File: src/rtl/cmp_search_ctrl_pkg.sv
// Shared defaults and FSM encoding for the table-search sequencer.
package cmp_search_ctrl_pkg;

   localparam int unsigned DEF_WIDTH = 5;
   localparam int unsigned DEF_DEPTH = 8;
   localparam int unsigned DEF_IDXW  = 3;

   typedef enum logic [1:0] {
      ST_IDLE = 2'd0,
      ST_SCAN = 2'd1,
      ST_DONE = 2'd2
   } state_e;

endpackage

File: src/rtl/cmp_xor_eq.sv
// Combinational equality comparator: ne is 0 when a and b are bit-identical.
module cmp_xor_eq
   import cmp_search_ctrl_pkg::*;
#(
   parameter int unsigned WIDTH = DEF_WIDTH
) (
   input  logic [WIDTH-1:0] a,
   input  logic [WIDTH-1:0] b,
   output logic             ne
);

   assign ne = |(a ^ b);

endmodule

File: src/rtl/cmp_search_ctrl.sv
// Scans a small register table one entry per cycle through a single shared
// comparator and reports the lowest valid index whose data equals the key.
module cmp_search_ctrl
   import cmp_search_ctrl_pkg::*;
#(
   parameter int unsigned WIDTH = DEF_WIDTH,
   parameter int unsigned DEPTH = DEF_DEPTH,
   parameter int unsigned IDXW  = DEF_IDXW
) (
   input  logic             clk,
   input  logic             reset,
   input  logic             wr_en,
   input  logic [IDXW-1:0]  wr_addr,
   input  logic [WIDTH-1:0] wr_data,
   input  logic             start,
   input  logic [WIDTH-1:0] key,
   output logic             busy,
   output logic             done,
   output logic             hit,
   output logic [IDXW-1:0]  hit_idx
);

   state_e           state_q, state_d;
   logic [WIDTH-1:0] tbl_q [DEPTH];
   logic [DEPTH-1:0] valid_q;
   logic [IDXW-1:0]  idx_q;
   logic [WIDTH-1:0] key_q;

   logic             busy_d, done_d, hit_d;
   logic [IDXW-1:0]  hit_idx_d;
   logic             ne, match, last, accept, wr_ok;

   assign accept = start & ~busy & (state_q == ST_IDLE);
   assign wr_ok  = wr_en & ~busy & (state_q == ST_IDLE);
   assign last   = (idx_q == IDXW'(DEPTH - 1));
   assign match  = ~ne & valid_q[idx_q];

   cmp_xor_eq #(
      .WIDTH (WIDTH)
   ) u_cmp (
      .a  (key_q),
      .b  (tbl_q[idx_q]),
      .ne (ne)
   );

   always_ff @(posedge clk) begin
      if (reset) begin
         state_q <= ST_IDLE;
      end else begin
         state_q <= state_d;
      end
   end

   always_comb begin
      state_d = state_q;
      unique case (state_q)
         ST_IDLE: if (accept) state_d = ST_SCAN;
         ST_SCAN: if (match || last) state_d = ST_DONE;
         ST_DONE: state_d = ST_IDLE;
         default: state_d = ST_IDLE;
      endcase
   end

   // Outputs are flopped off the current state, so done lands the cycle after
   // DONE and busy stays up through that pulse.
   always_comb begin
      busy_d    = busy;
      done_d    = (state_q == ST_DONE);
      hit_d     = hit;
      hit_idx_d = hit_idx;
      unique case (state_q)
         ST_IDLE: begin
            busy_d = accept;
            if (accept) begin
               hit_d     = 1'b0;
               hit_idx_d = '0;
            end
         end
         ST_SCAN: begin
            busy_d = 1'b1;
            if (match) begin
               hit_d     = 1'b1;
               hit_idx_d = idx_q;
            end else if (last) begin
               hit_d     = 1'b0;
               hit_idx_d = '0;
            end
         end
         ST_DONE: busy_d = 1'b1;
         default: busy_d = 1'b0;
      endcase
   end

   always_ff @(posedge clk) begin
      if (reset) begin
         busy    <= 1'b0;
         done    <= 1'b0;
         hit     <= 1'b0;
         hit_idx <= '0;
      end else begin
         busy    <= busy_d;
         done    <= done_d;
         hit     <= hit_d;
         hit_idx <= hit_idx_d;
      end
   end

   always_ff @(posedge clk) begin
      if (reset) begin
         for (int i = 0; i < int'(DEPTH); i++) begin
            tbl_q[i] <= '0;
         end
         valid_q <= '0;
         idx_q   <= '0;
         key_q   <= '0;
      end else begin
         if (wr_ok) begin
            tbl_q[wr_addr]   <= wr_data;
            valid_q[wr_addr] <= 1'b1;
         end
         if (accept) begin
            key_q <= key;
            idx_q <= '0;
         end else if ((state_q == ST_SCAN) && !match && !last) begin
            idx_q <= idx_q + 1'b1;
         end
      end
   end

endmodule

File: config.mk
export PLATFORM = sky130hd
export DESIGN_NAME = cmp_search_ctrl
export DESIGN_NICKNAME = d
export VERILOG_FILES = /design/src/rtl/cmp_search_ctrl_pkg.sv /design/src/rtl/cmp_xor_eq.sv /design/src/rtl/cmp_search_ctrl.sv
export SDC_FILE = /design/constraint.sdc
export NUM_CORES = 1
export LEC_CHECK = 0
export ABC_CLOCK_PERIOD_IN_PS = 2550
export BUFFER_PORTS_ARGS = -buffer_cell sky130_fd_sc_hd__buf_2
export CAP_MARGIN = 20
export CORE_UTILIZATION = 35
export CTS_BUF_LIST = sky130_fd_sc_hd__clkbuf_8
export CTS_CLUSTER_SIZE = 25
export DETAILED_ROUTE_END_ITERATION = 10
export PLACE_DENSITY = 0.53
export SLEW_MARGIN = 5
export SYNTH_ARGS = -nofsm -noshare
export SYNTH_HDL_FRONTEND = slang
export SYNTH_SLANG_ARGS = --single-unit
export TNS_END_PERCENT = 10
File: constraint.sdc
create_clock -name clk -period 2.55 [get_ports clk]
set_input_delay 0.255 -clock clk [delete_from_list [all_inputs] [get_ports clk]]
set_output_delay 0.255 -clock clk [all_outputs]
set_load 0.01 [all_outputs]
==> summary.md, run 1 <==
| Metric | Value |
|---|---|
| Status | `completed` |
| Starting Density | `between 30% and 40%` |
| Max-Cap Viols | `0` |
| Area Overhead vs Synth | `15.9%` |
| Net count after synthesis | `282` |
| Initial antenna violation count | `0` |
| Number of global-route vias before repair | `1996` |
| R2R depth | `8` |
| Warnings, synthesis | `0` |
| Most frequent cells in the layout | `and2_1 (40), edfxtp_1 (40), dfxtp_1 (27)` |
| Endpoint class of the critical path | `register` |
| GRT Overall Usage | `around 15%` |
| Die Width | `97.2 um` |
| Area leader, netlist | `edfxtp_1` |
| WL/cell | `15.6 um` |
| Mapped cell area | `3170 um2` |
| Rows | `34` |
| Clock Sinks | `67` |
| Fmax | `around 0.42 GHz` |
| Combinational family with the most area after synthesis | `simple AND/OR/NAND/NOR gates` |
| Tmin final | `between 2 and 2.5 ns` |
| Post-synthesis sequential area ratio | `a little over half` |
| FF+latch count, synth | `67` |
| XOR/XNOR share of the synthesized area | `0%` |
| Compound-gate portion of the synthesized area | `between 10% and 20%` |
| Clk_skew | `~0.0080 ns` |
| Mux share of post-synthesis cell area | `between 10% and 20%` |
| DR pass1 iterations | `4` |
| Syn Inst Count | `about 260` |
| Fin crit share | `92.3%` |
| Critical Path RT | `~2.8 ns` |
| Cts repair resizes | `0` |
| Worst Tran Pin Value | `between 0.5 and 0.6 ns` |
| Worst-skew pair later-pin latency | `0.34 ns` |
| GR Overflow Total | `0` |
| Global-route wire length before repair | `10500 um` |
| Final hold vios | `0` |
| Crit Path Class | `register to register` |
| N_diodes | `0` |
| Clk buf depth | `2` |
| Drt total wl | `between 6000 and 7000 um` |
| Smallest hold slack | `about 0.15 ns` |
| Worst vdd ir | `~0.31 mV` |
| Post-Synth Simple-Gate Area | `16.8%` |
| Iter 0 DRT Violations | `67` |
| Pin count of the biggest net entering global routing | `21` |
| Layout cells sized above 1 | `23.6%` |
| Util after Layout | `around two fifths` |
| Vias per cell | `slightly below 5` |
| Cell variety after synth | `44` |
| DP Wirelength | `4680 um` |
| Routability cong. | `0.700` |
| Clock buffer count from CTS | `9` |
| Worst slew margin | `between 60% and 70%` |
| DRC Markers | `0` |
| CP max stage delay | `between 0.4 and 0.5 ns` |
| Root Driver | `clkbuf_8` |
| Core ar. | `between 8000 and 9000 um2` |
| Pleak | `approximately 0.0015 uW` |
| Yosys top cell area share | `between 30% and 40%` |
| Die area | `~9500 um2` |
| IO Port Bufs | `22` |
| Detail Route Antenna Nets | `0` |
| CTS tree | `done` |
| Vias post-DR | `about 2000` |
| Hold buffers post-CTS | `0` |
| Post-Synth Adder-Cell Area | `2.76%` |
| Worst-path cell chain | `buf_12 > mux2_1 > o22ai_1 > nor3_1 > nor4b_2 > and2_4 > a311oi_4 > mux2i_1` |
| Fill cell count | `848` |
| Nature of the critical path startpoint | `register` |
| Endpoints failing setup | `0` |
| Post-CTS Repair Setup Buffers | `0` |
| Max stage delay cell, worst path | `nor4b_2` |
| IO Count | `23` |
| H-tree levels | `3` |
| Clock-pin slew on the worst setup and hold paths | `approximately 0.070 ns` |
| Flop2flop setup slack | `0.20 ns` |
| Synth Area per Inst | `between 10 and 15 um2` |
| Max Slew Vio Count | `0` |
| Pwr dens | `796 nW/um2` |
| Maximum fanout along the worst path | `20` |
| Hold Path Class | `input pin to register` |
| Synth area leaders | `edfxtp_1 (38%), dfxtp_1 (17%), and2_1 (7.9%), mux2i_1 (6.6%), mux2_4 (2.8%)` |
| CP arrival | `2.56 ns` |
| Nets | `between 300 and 400` |
| Die height | `between 90 and 100 um` |
-- cell type report --
cell class / count / area, um2 / area share, %
flip-flops and latches: 67 / 1740 / 47.3
multi-input cells: 179 / 1380 / 37.4
repair buffers: 32 / 198 / 5.37
clock buffers: 10 / 138 / 3.74
well taps: 108 / 135 / 3.67
clock inverters: 6 / 63.8 / 1.73
inverters: 7 / 26.3 / 0.714
-- kinds of logic after synthesis --
family | count (synthesis)
and+or+nand+nor | 95
muxes | 33
AOI/OAI and AO/OA | 44
adders and majority gates | 7
DFF | 67
buffers and inverters | 12
-- power breakdown --
part	total [uW]	internal (uW)	leakage, uW	switching [uW]
clock network	891	478	0.0000987	413
registers	1310	1240	0.000633	63.4
logic	732	338	0.000785	394
total	2930	2060	0.00152	871
-- worst max-delay path, delay by kind of cell, from the launching register on --
family          cells  cell delay [ns]
compound gates      2             0.40
simple gates        3             0.79
flops               1             0.36
mux                 2             0.48
buf+inv             1             0.19
-- how the worst min path moves through the flow --
stage	start	end	slack (ns)	cells past startpoint
final	key[2]	key_q[2]	0.15	3
after global routing	key[2]	key_q[2]	0.16	3
after CTS	key[2]	key_q[2]	0.14	3
after detailed placement	valid_q[4]	valid_q[4]	0.44	1
after global placement	valid_q[1]	valid_q[1]	0.43	1
after floorplan	reset	done	0.33	1
-- synthesized netlist by cell type --
cell type,count
nor2_1,14
nor3_2,1
o22a_1,1
a21o_1,9
a221oi_2,1
o32ai_1,1
o21ai_0,7
o21ai_1,1
a22oi_1,1
a311oi_4,1
dfxtp_1,27
nand2b_1,5
edfxtp_1,40
mux2_2,2
nor4b_2,2
a21oi_2,1
and2_4,1
a21boi_0,1
ha_1,7
clkbuf_1,3
o21bai_1,1
buf_6,2
a211oi_1,2
nand4_1,1
a22o_1,4
mux4_2,2
o22ai_2,3
mux2_1,2
and4_1,1
mux2i_1,21
nor2b_1,2
o22ai_1,1
nand2_1,17
o21a_1,2
and2_1,40
a21oi_1,1
mux2_4,6
inv_1,7
or2_2,2
nor3_1,5
a41o_1,2
nand3_1,4
a31oi_1,2
o2bb2ai_1,2
-- flip-flops by register name, indices dropped and copies added (netlist names), named ones only --
signal   cells
hit_idx      3
idx_q        3
key_q        5
state_q      2
done         1
valid_q      8
hit          1
busy         1
tbl_q       40
-- through the flow --
step	std cells	instance area [um2]	setup WS [ns]	power (uW)	setup TNS, ns
after floorplan	258	3170	0.458	1890	0
after global placement	393	3470	0.144	2060	0
after detailed placement	393	3470	0.144	2060	0
after CTS	409	3670	0.130	2960	0
after global routing	409	3680	-0.000864	3100	-0.000864
final	409	3680	0.196	2930	0
-- metal layers --
metal | global-route usage, % | vias to the layer above | part of all wire (%)
li1 | - | 1019 | -
met1 | 20.4 | 939 | 52
met2 | 22.2 | 35 | 44
met3 | 3.96 | 10 | 3.2
met4 | 5.43 | 0 | 1.5
met5 | 0 | - | 0
Note: power is estimated with default switching activity, not from simulation.
==> inputs of run 2 (changes only) <==
REMOVE_ABC_BUFFERS = 1   (was not set)
SYNTH_HIERARCHICAL = 1   (was not set)
==> summary.md, run 2 <==
| Metric | Value |
|---|---|
| Area Overhead vs Synth | `20.9% (was 15.9%)` |
| Drt total wl | `6560 um (was 6370 um)` |
| H-tree levels | `3 (unchanged)` |
| Iter 0 DRT Violations | `82 (was 67)` |
| Nature of the critical path startpoint | `register (unchanged)` |
| Crit Path Class | `register to register (unchanged)` |
| Endpoints failing setup | `9 (was 0)` |
| Final hold vios | `0 (unchanged)` |
| Syn Inst Count | `236 (was 258)` |
| CP max stage delay | `0.49 ns (was 0.45 ns)` |
| Hold Path Class | `input pin to register (unchanged)` |
| Yosys top cell area share | `39.9% (was 37.9%)` |
| DRC Markers | `0 (unchanged)` |
| Max stage delay cell, worst path | `mux4_2 (was nor4b_2)` |
| Maximum fanout along the worst path | `7 (was 20)` |
| Pleak | `0.00151 uW (was 0.00152 uW)` |
| Global-route wire length before repair | `10600 um (was 10500 um)` |
| Worst-path cell chain | `buf_12 > mux4_2 > mux2_2 > xor2_1 > nor3_1 > nand3_1 > a221oi_4 > a21o_1 > a21oi_2 > a22o_1 (was buf_12 > mux2_1 > o22ai_1 > nor3_1 > nor4b_2 > and2_4 > a311oi_4 > mux2i_1)` |
| Clock-pin slew on the worst setup and hold paths | `0.07 ns (about the same)` |
| Top reg by flops | `tbl_q (unchanged)` |
| Vias post-DR | `1912 (was 2003)` |
| RSZ-0062 raised after global routing | `true` |
| Clk buf depth | `2 (unchanged)` |
| Detail Route Antenna Nets | `0 (unchanged)` |
| Max-Cap Viols | `0 (unchanged)` |
| Violated checks | `setup timing` |
| Layout cells sized above 1 | `30.6% (was 23.6%)` |
| Status | `finished with violations (was completed)` |
| Total Power | `2530 uW (was 2930 uW)` |
| Placed insts | `379 (was 393)` |
| Critical Path RT | `2.78 ns (was 2.76 ns)` |
| Number of flip-flops in the largest register | `40 (unchanged)` |
| Pin count of the biggest net entering global routing | `16 (was 21)` |
| Warnings, synthesis | `6 (was 0)` |
| Worst-skew pair later-pin latency | `0.33 ns (was 0.34 ns)` |
| Root Driver | `clkbuf_8 (unchanged)` |
| Fill cell count | `782 (was 848)` |
| DR pass1 iterations | `4 (unchanged)` |
| Clk_skew | `0.00930 ns (was 0.00804 ns)` |
| Die height | `94.8 um (was 97.2 um)` |
| WL/cell | `16.4 um (was 15.6 um)` |
| GRT Overall Usage | `16.8% (was 14.8%)` |
| Clock buffer count from CTS | `9 (unchanged)` |
| Pwr dens | `693 nW/um2 (was 796 nW/um2)` |
| Tmin final | `2.66 ns (was 2.35 ns)` |
| Core ar. | `8260 um2 (was 8760 um2)` |
| Top Registers | `tbl_q (40), valid_q (8), key_q (5) (unchanged)` |
| Area leader, netlist | `edfxtp_1 (unchanged)` |
| Post-synth top flop | `edfxtp_1 (unchanged)` |
| IO Port Bufs | `22 (unchanged)` |
| Mapped cell area | `3010 um2 (was 3170 um2)` |
| DP Wirelength | `4750 um (was 4680 um)` |
| Max Slew Vio Count | `0 (unchanged)` |
| Die area | `8990 um2 (was 9450 um2)` |
| Nets | `312 (was 320)` |
| Post-synth EDFFs | `40 (unchanged)` |
| Hold buffers post-CTS | `0 (unchanged)` |
| N_diodes | `0 (unchanged)` |
| Worst vdd ir | `0.282 mV (was 0.310 mV)` |
| GR Overflow Total | `0 (unchanged)` |
| Synth Area per Inst | `12.8 um2 (was 12.3 um2)` |
| CP arrival | `2.89 ns (was 2.56 ns)` |
| Starting Density | `36.5% (was 36.2%)` |
| Worst Tran Pin Value | `0.786 ns (was 0.584 ns)` |
| Routability cong. | `0.766 (was 0.700)` |
| Most frequent cells in the layout | `and2_1 (40), edfxtp_1 (40), dfxtp_1 (26) (was and2_1 (40), edfxtp_1 (40), dfxtp_1 (27))` |
| Synth top cells by count | `and2_1 (40), edfxtp_1 (40), dfxtp_1 (27), nand2_1 (18) (was and2_1 (40), edfxtp_1 (40), dfxtp_1 (27), mux2i_1 (21), nand2_1 (17))` |
| Synth area leaders | `edfxtp_1 (40%), dfxtp_1 (18%), and2_1 (8.3%), mux4_2 (8.2%), a21o_1 (2.5%) (was edfxtp_1 (38%), dfxtp_1 (17%), and2_1 (7.9%), mux2i_1 (6.6%), mux2_4 (2.8%))` |
| Initial antenna violation count | `0 (unchanged)` |
| FF+latch count, synth | `67 (unchanged)` |
| Fin crit share | `104% (was 92.3%)` |
| Die Width | `94.8 um (was 97.2 um)` |
| Cell variety after synth | `37 (was 44)` |
| Rows | `33 (was 34)` |
| CTS tree | `done (unchanged)` |
| Vias per cell | `4.79 (was 4.90)` |
| Util after Layout | `44.1% (was 42.0%)` |
| Worst slew margin | `47.0% (was 60.9%)` |
| Finished Layout Cells | `399 (was 409)` |
| Number of global-route vias before repair | `1922 (was 1996)` |
| IO Count | `23 (unchanged)` |
| Final worst setup slack | `-0.110 ns (was 0.196 ns)` |
| Asr flop ratio synth | `0% (unchanged)` |
| Clock Sinks | `67 (unchanged)` |
| Post-synthesis sequential area ratio | `57.8% (was 54.9%)` |
| Fmax | `0.376 GHz (was 0.425 GHz)` |
| Endpoint class of the critical path | `register (unchanged)` |
## run 2: final timing paths
kind	slack, ns	startpoint	to	depth (start not counted)
max	-0.11	register	hit_idx[0]	10
min	0.16	key[3]	key_q[3]	3
max reg2reg	-0.11	register	hit_idx[0]	10
min reg2reg	0.45	valid_q[1]	valid_q[1]	1
## run 2: critical path, delay by kind of cell (launching register included)
family	cells	cell delay, ns
compound gates	4	0.83
simple gates	2	0.31
mux	2	0.77
flops	1	0.35
xor+xnor	1	0.16
buf+inv	1	0.13
## run 2: cells by family after synthesis
kind of cell	count (synthesis)	synth area share, %
flip-flops	67	57.8
adder cells (fa/ha/maj)	6	2.49
XOR/XNOR	6	1.74
AND/OR/NAND/NOR	89	16.3
multiplexers	19	11.1
AO/OA/AOI/OAI	39	9.09
buffers and inverters	10	1.54
## run 2: what timing repair did
item                       CTS  global route
setup buffers                3             1
pin swaps                   13             7
setup endpoints to repair   12            12
gates resized for setup      5             2
## run 2: stage by stage
stage | setup TNS (ns) | hold WS (ns) | setup WS [ns] | area [um2]
floorplan | -1.81 | 0.317 | -0.226 | 2990
global placement | -0.657 | 0.434 | -0.112 | 3410
detailed placement | -1.18 | 0.439 | -0.176 | 3410
CTS | -0.698 | 0.149 | -0.111 | 3630
global route | -2.30 | 0.151 | -0.273 | 3640
finish | -0.614 | 0.162 | -0.110 | 3640
## run 2: layer usage
layer  wire length (um)  global-route usage [%]  vias to the layer above
li1                   -                       -                      953
met1               3210                    23.1                      918
met2               3040                    25.4                       36
met3                232                    4.75                        5
met4                 79                    5.68                        0
met5                  0                       0                        -
## run 2: area by class of cell
type | instances | area (um2) | area share (%)
sequential | 67 | 1740 | 47.8
inverter | 5 | 18.8 | 0.515
timing repair buffer | 47 | 323 | 8.86
clock buffer | 9 | 124 | 3.40
multi-input combinational | 159 | 1250 | 34.2
clock inverter | 7 | 56.3 | 1.55
tap | 105 | 131 | 3.61
## run 2: power by group
part	internal (uW)	switching, uW
clock network	436	379
logic	229	225
registers	1210	47.8
==> inputs of run 3 (changes only) <==
ABC_CLOCK_PERIOD_IN_PS = 2300   (was 2550)
PLACE_DENSITY = 0.55   (was 0.53)
clock period = 2.3 ns   (was 2.55 ns; I/O delays follow)
==> summary.md, run 3 (synthesis gave the netlist of run 2 again) <==
| Metric | Value |
|---|---|
| Status | `finished with violations (unchanged)` |
| Violated checks | `setup timing (unchanged)` |
| Vias per cell | `4.83 (was 4.79)` |
| Util after Layout | `44.3% (was 44.1%)` |
| Endpoint class of the critical path | `register (unchanged)` |
| Crit path buffers/inverters | `2 (was 1)` |
| Final hold vios | `0 (unchanged)` |
| RSZ-0062 raised after global routing | `true (unchanged)` |
| Total Power | `2740 uW (was 2530 uW)` |
| Clk buf depth | `2 (unchanged)` |
| Pwr dens | `749 nW/um2 (was 693 nW/um2)` |
| CP max stage delay | `0.50 ns (was 0.49 ns)` |
| GRT Overall Usage | `16.3% (was 16.8%)` |
| Root Driver | `clkbuf_8 (unchanged)` |
| Vias post-DR | `1929 (was 1912)` |
| Worst slew margin | `52.4% (was 47.0%)` |
| Die height | `94.8 um (unchanged)` |
| DR pass1 iterations | `4 (unchanged)` |
| CP arrival | `2.82 ns (was 2.89 ns)` |
| Nature of the critical path startpoint | `register (unchanged)` |
| Hold Path Class | `input pin to register (unchanged)` |
| Most frequent cells in the layout | `and2_1 (40), edfxtp_1 (40), dfxtp_1 (26) (unchanged)` |
| CTS tree | `done (unchanged)` |
| Flop2flop setup slack | `-0.29 ns (was -0.11 ns)` |
| Worst min-delay path startpoint | `key[2] (was key[3])` |
| Core ar. | `8260 um2 (unchanged)` |
| Endpoints failing setup | `12 (was 9)` |
| DP Wirelength | `4800 um (was 4750 um)` |
| Max stage delay cell, worst path | `mux4_2 (unchanged)` |
| Worst vdd ir | `0.318 mV (was 0.282 mV)` |
| Worst Tran Pin Value | `0.706 ns (was 0.786 ns)` |
| Clock-pin slew on the worst setup and hold paths | `0.07 ns (about the same)` |
| Area Overhead vs Synth | `21.3% (was 20.9%)` |
| Fin crit share | `113% (was 104%)` |
| H-tree levels | `3 (unchanged)` |
| Number of global-route vias before repair | `1935 (was 1922)` |
| Layout cells sized above 1 | `31.6% (was 30.6%)` |
| Drt total wl | `6420 um (was 6560 um)` |
| Clock buffer count from CTS | `9 (unchanged)` |
| WHS Endpoint | `key_q[2] (was key_q[3])` |
| Pin count of the biggest net entering global routing | `16 (unchanged)` |
| Max-Cap Viols | `0 (unchanged)` |
| WL/cell | `16.1 um (was 16.4 um)` |
| Finished Cell Area | `3660 um2 (was 3640 um2)` |
| Final worst setup slack | `-0.290 ns (was -0.110 ns)` |
| R2R depth | `11 (was 10)` |
| N_diodes | `0 (unchanged)` |
| Rows | `33 (unchanged)` |
| Initial antenna violation count | `0 (unchanged)` |
| Global-route wire length before repair | `10300 um (was 10600 um)` |
| Clock power frac | `30.0% (was 32.3%)` |
| Crit Path Class | `register to register (unchanged)` |
| Placed cell area | `3430 um2 (was 3410 um2)` |
| Top reg by flops | `tbl_q (unchanged)` |
| Die area | `8990 um2 (unchanged)` |
| Critical Path RT | `2.53 ns (was 2.78 ns)` |
| Net Switching | `729 uW (was 651 uW)` |
| Comb pwr share | `19.4% (was 18.0%)` |
| Max Slew Vio Count | `0 (unchanged)` |
| Nets | `312 (unchanged)` |
| Sw Ratio | `26.6% (was 25.8%)` |
| IO Port Bufs | `22 (unchanged)` |
| Register share of total power | `50.5% (was 49.8%)` |
| IO Count | `23 (unchanged)` |
| Hold buffers post-CTS | `0 (unchanged)` |
| Top Registers | `tbl_q (40), valid_q (8), key_q (5) (unchanged)` |
| Clock Sinks | `67 (unchanged)` |
| Maximum fanout along the worst path | `8 (was 7)` |
| GR Overflow Total | `0 (unchanged)` |
| Detail Route Antenna Nets | `0 (unchanged)` |
| Starting Density | `36.5% (unchanged)` |
| Worst-path cell chain | `buf_12 > mux4_2 > mux2_4 > xor2_1 > nor3_2 > nand3_1 > a221oi_4 > buf_4 > a21oi_4 > mux2i_2 > nor2_1 (was buf_12 > mux4_2 > mux2_2 > xor2_1 > nor3_1 > nand3_1 > a221oi_4 > a21o_1 > a21oi_2 > a22o_1)` |
| Pleak | `0.00152 uW (was 0.00151 uW)` |
| Fmax | `0.386 GHz (was 0.376 GHz)` |
| Tmin final | `2.59 ns (was 2.66 ns)` |
| Routability cong. | `0.753 (was 0.766)` |
| Number of flip-flops in the largest register | `40 (unchanged)` |
| Clk_skew | `0.00835 ns (was 0.00930 ns)` |
| Die Width | `94.8 um (unchanged)` |
| Setup Total Neg Slack | `-2.98 ns (was -0.614 ns)` |
| Internal power | `2010 uW (was 1870 uW)` |
| Top delay family on crit path | `multiplexers (was compound AO/OA/AOI/OAI gates)` |
| DRC Markers | `0 (unchanged)` |
| Iter 0 DRT Violations | `59 (was 82)` |
| Worst-skew pair later-pin latency | `0.34 ns (was 0.33 ns)` |
| Hold path cells | `3 (unchanged)` |
==> run 3: changes by cell type in the layout (fill, tap and decap cells not counted), sizes merged <==
cell / delta
bufinv: -1
clkbuf: +1
==> run 3: per-stage QoR <==
step           std cells  worst slack [ns]  hold slack (ns)
6_report             399            -0.290            0.135
5_1_grt              399            -0.453            0.133
4_1_cts              399            -0.325            0.124
3_5_place_dp         381            -0.403            0.440
3_3_place_gp         381            -0.329            0.433
2_1_floorplan        231            -0.476            0.292
==> run 3: final cells by class <==
type	count	area, um2
fillers	768	4600
flip-flops and latches	67	1740
multi-input cells	159	1270
repair buffers	47	327
clock buffers	10	138
well taps	105	131
clock inverters	6	26.3
inverters	5	18.8
==> run 3: per-layer routing <==
metal / GRT usage (%) / part of all wire (%)
met1: 21.7 / 48
met4: 6.44 / 1.7
met3: 4.35 / 3.5
met2: 25.2 / 46
met5: 0 / 0
==> run 3: worst max-delay path by stage <==
stage / depth (start not counted) / start / slack, ns / end
after floorplan: 9 / register / -0.48 / hit_idx[0]
after global placement: 11 / register / -0.33 / state_q[1]
after detailed placement: 11 / register / -0.40 / state_q[1]
after CTS: 11 / register / -0.33 / register
after global routing: 11 / register / -0.45 / register
final: 11 / register / -0.29 / register
==> run 3: repair_timing <==
item	in CTS	in global routing
pin swaps	16	3
endpoints found under the hold margin	0	0
setup buffers	2	0
cloned	0	0
setup endpoints to repair	12	12
gates resized for setup	9	3
==> run 3: worst register-to-register path, stage by stage, from the launching register on <==
cell and delay, ns:
dfxtp_2 0.34, buf_12 0.13, mux4_2 0.50, mux2_4 0.27
xor2_1 0.15, nor3_2 0.19, nand3_1 0.13, a221oi_4 0.26
buf_4 0.18, a21oi_4 0.06, mux2i_2 0.20, nor2_1 0.07
==> run 3: power by group through the flow <==
stage	logic, uW	registers, uW	clock network (uW)
2_1_floorplan	286	1420	0
3_3_place_gp	481	1410	0
3_5_place_dp	483	1410	0
4_1_cts	526	1380	853
5_1_grt	584	1390	909
6_report	532	1380	823
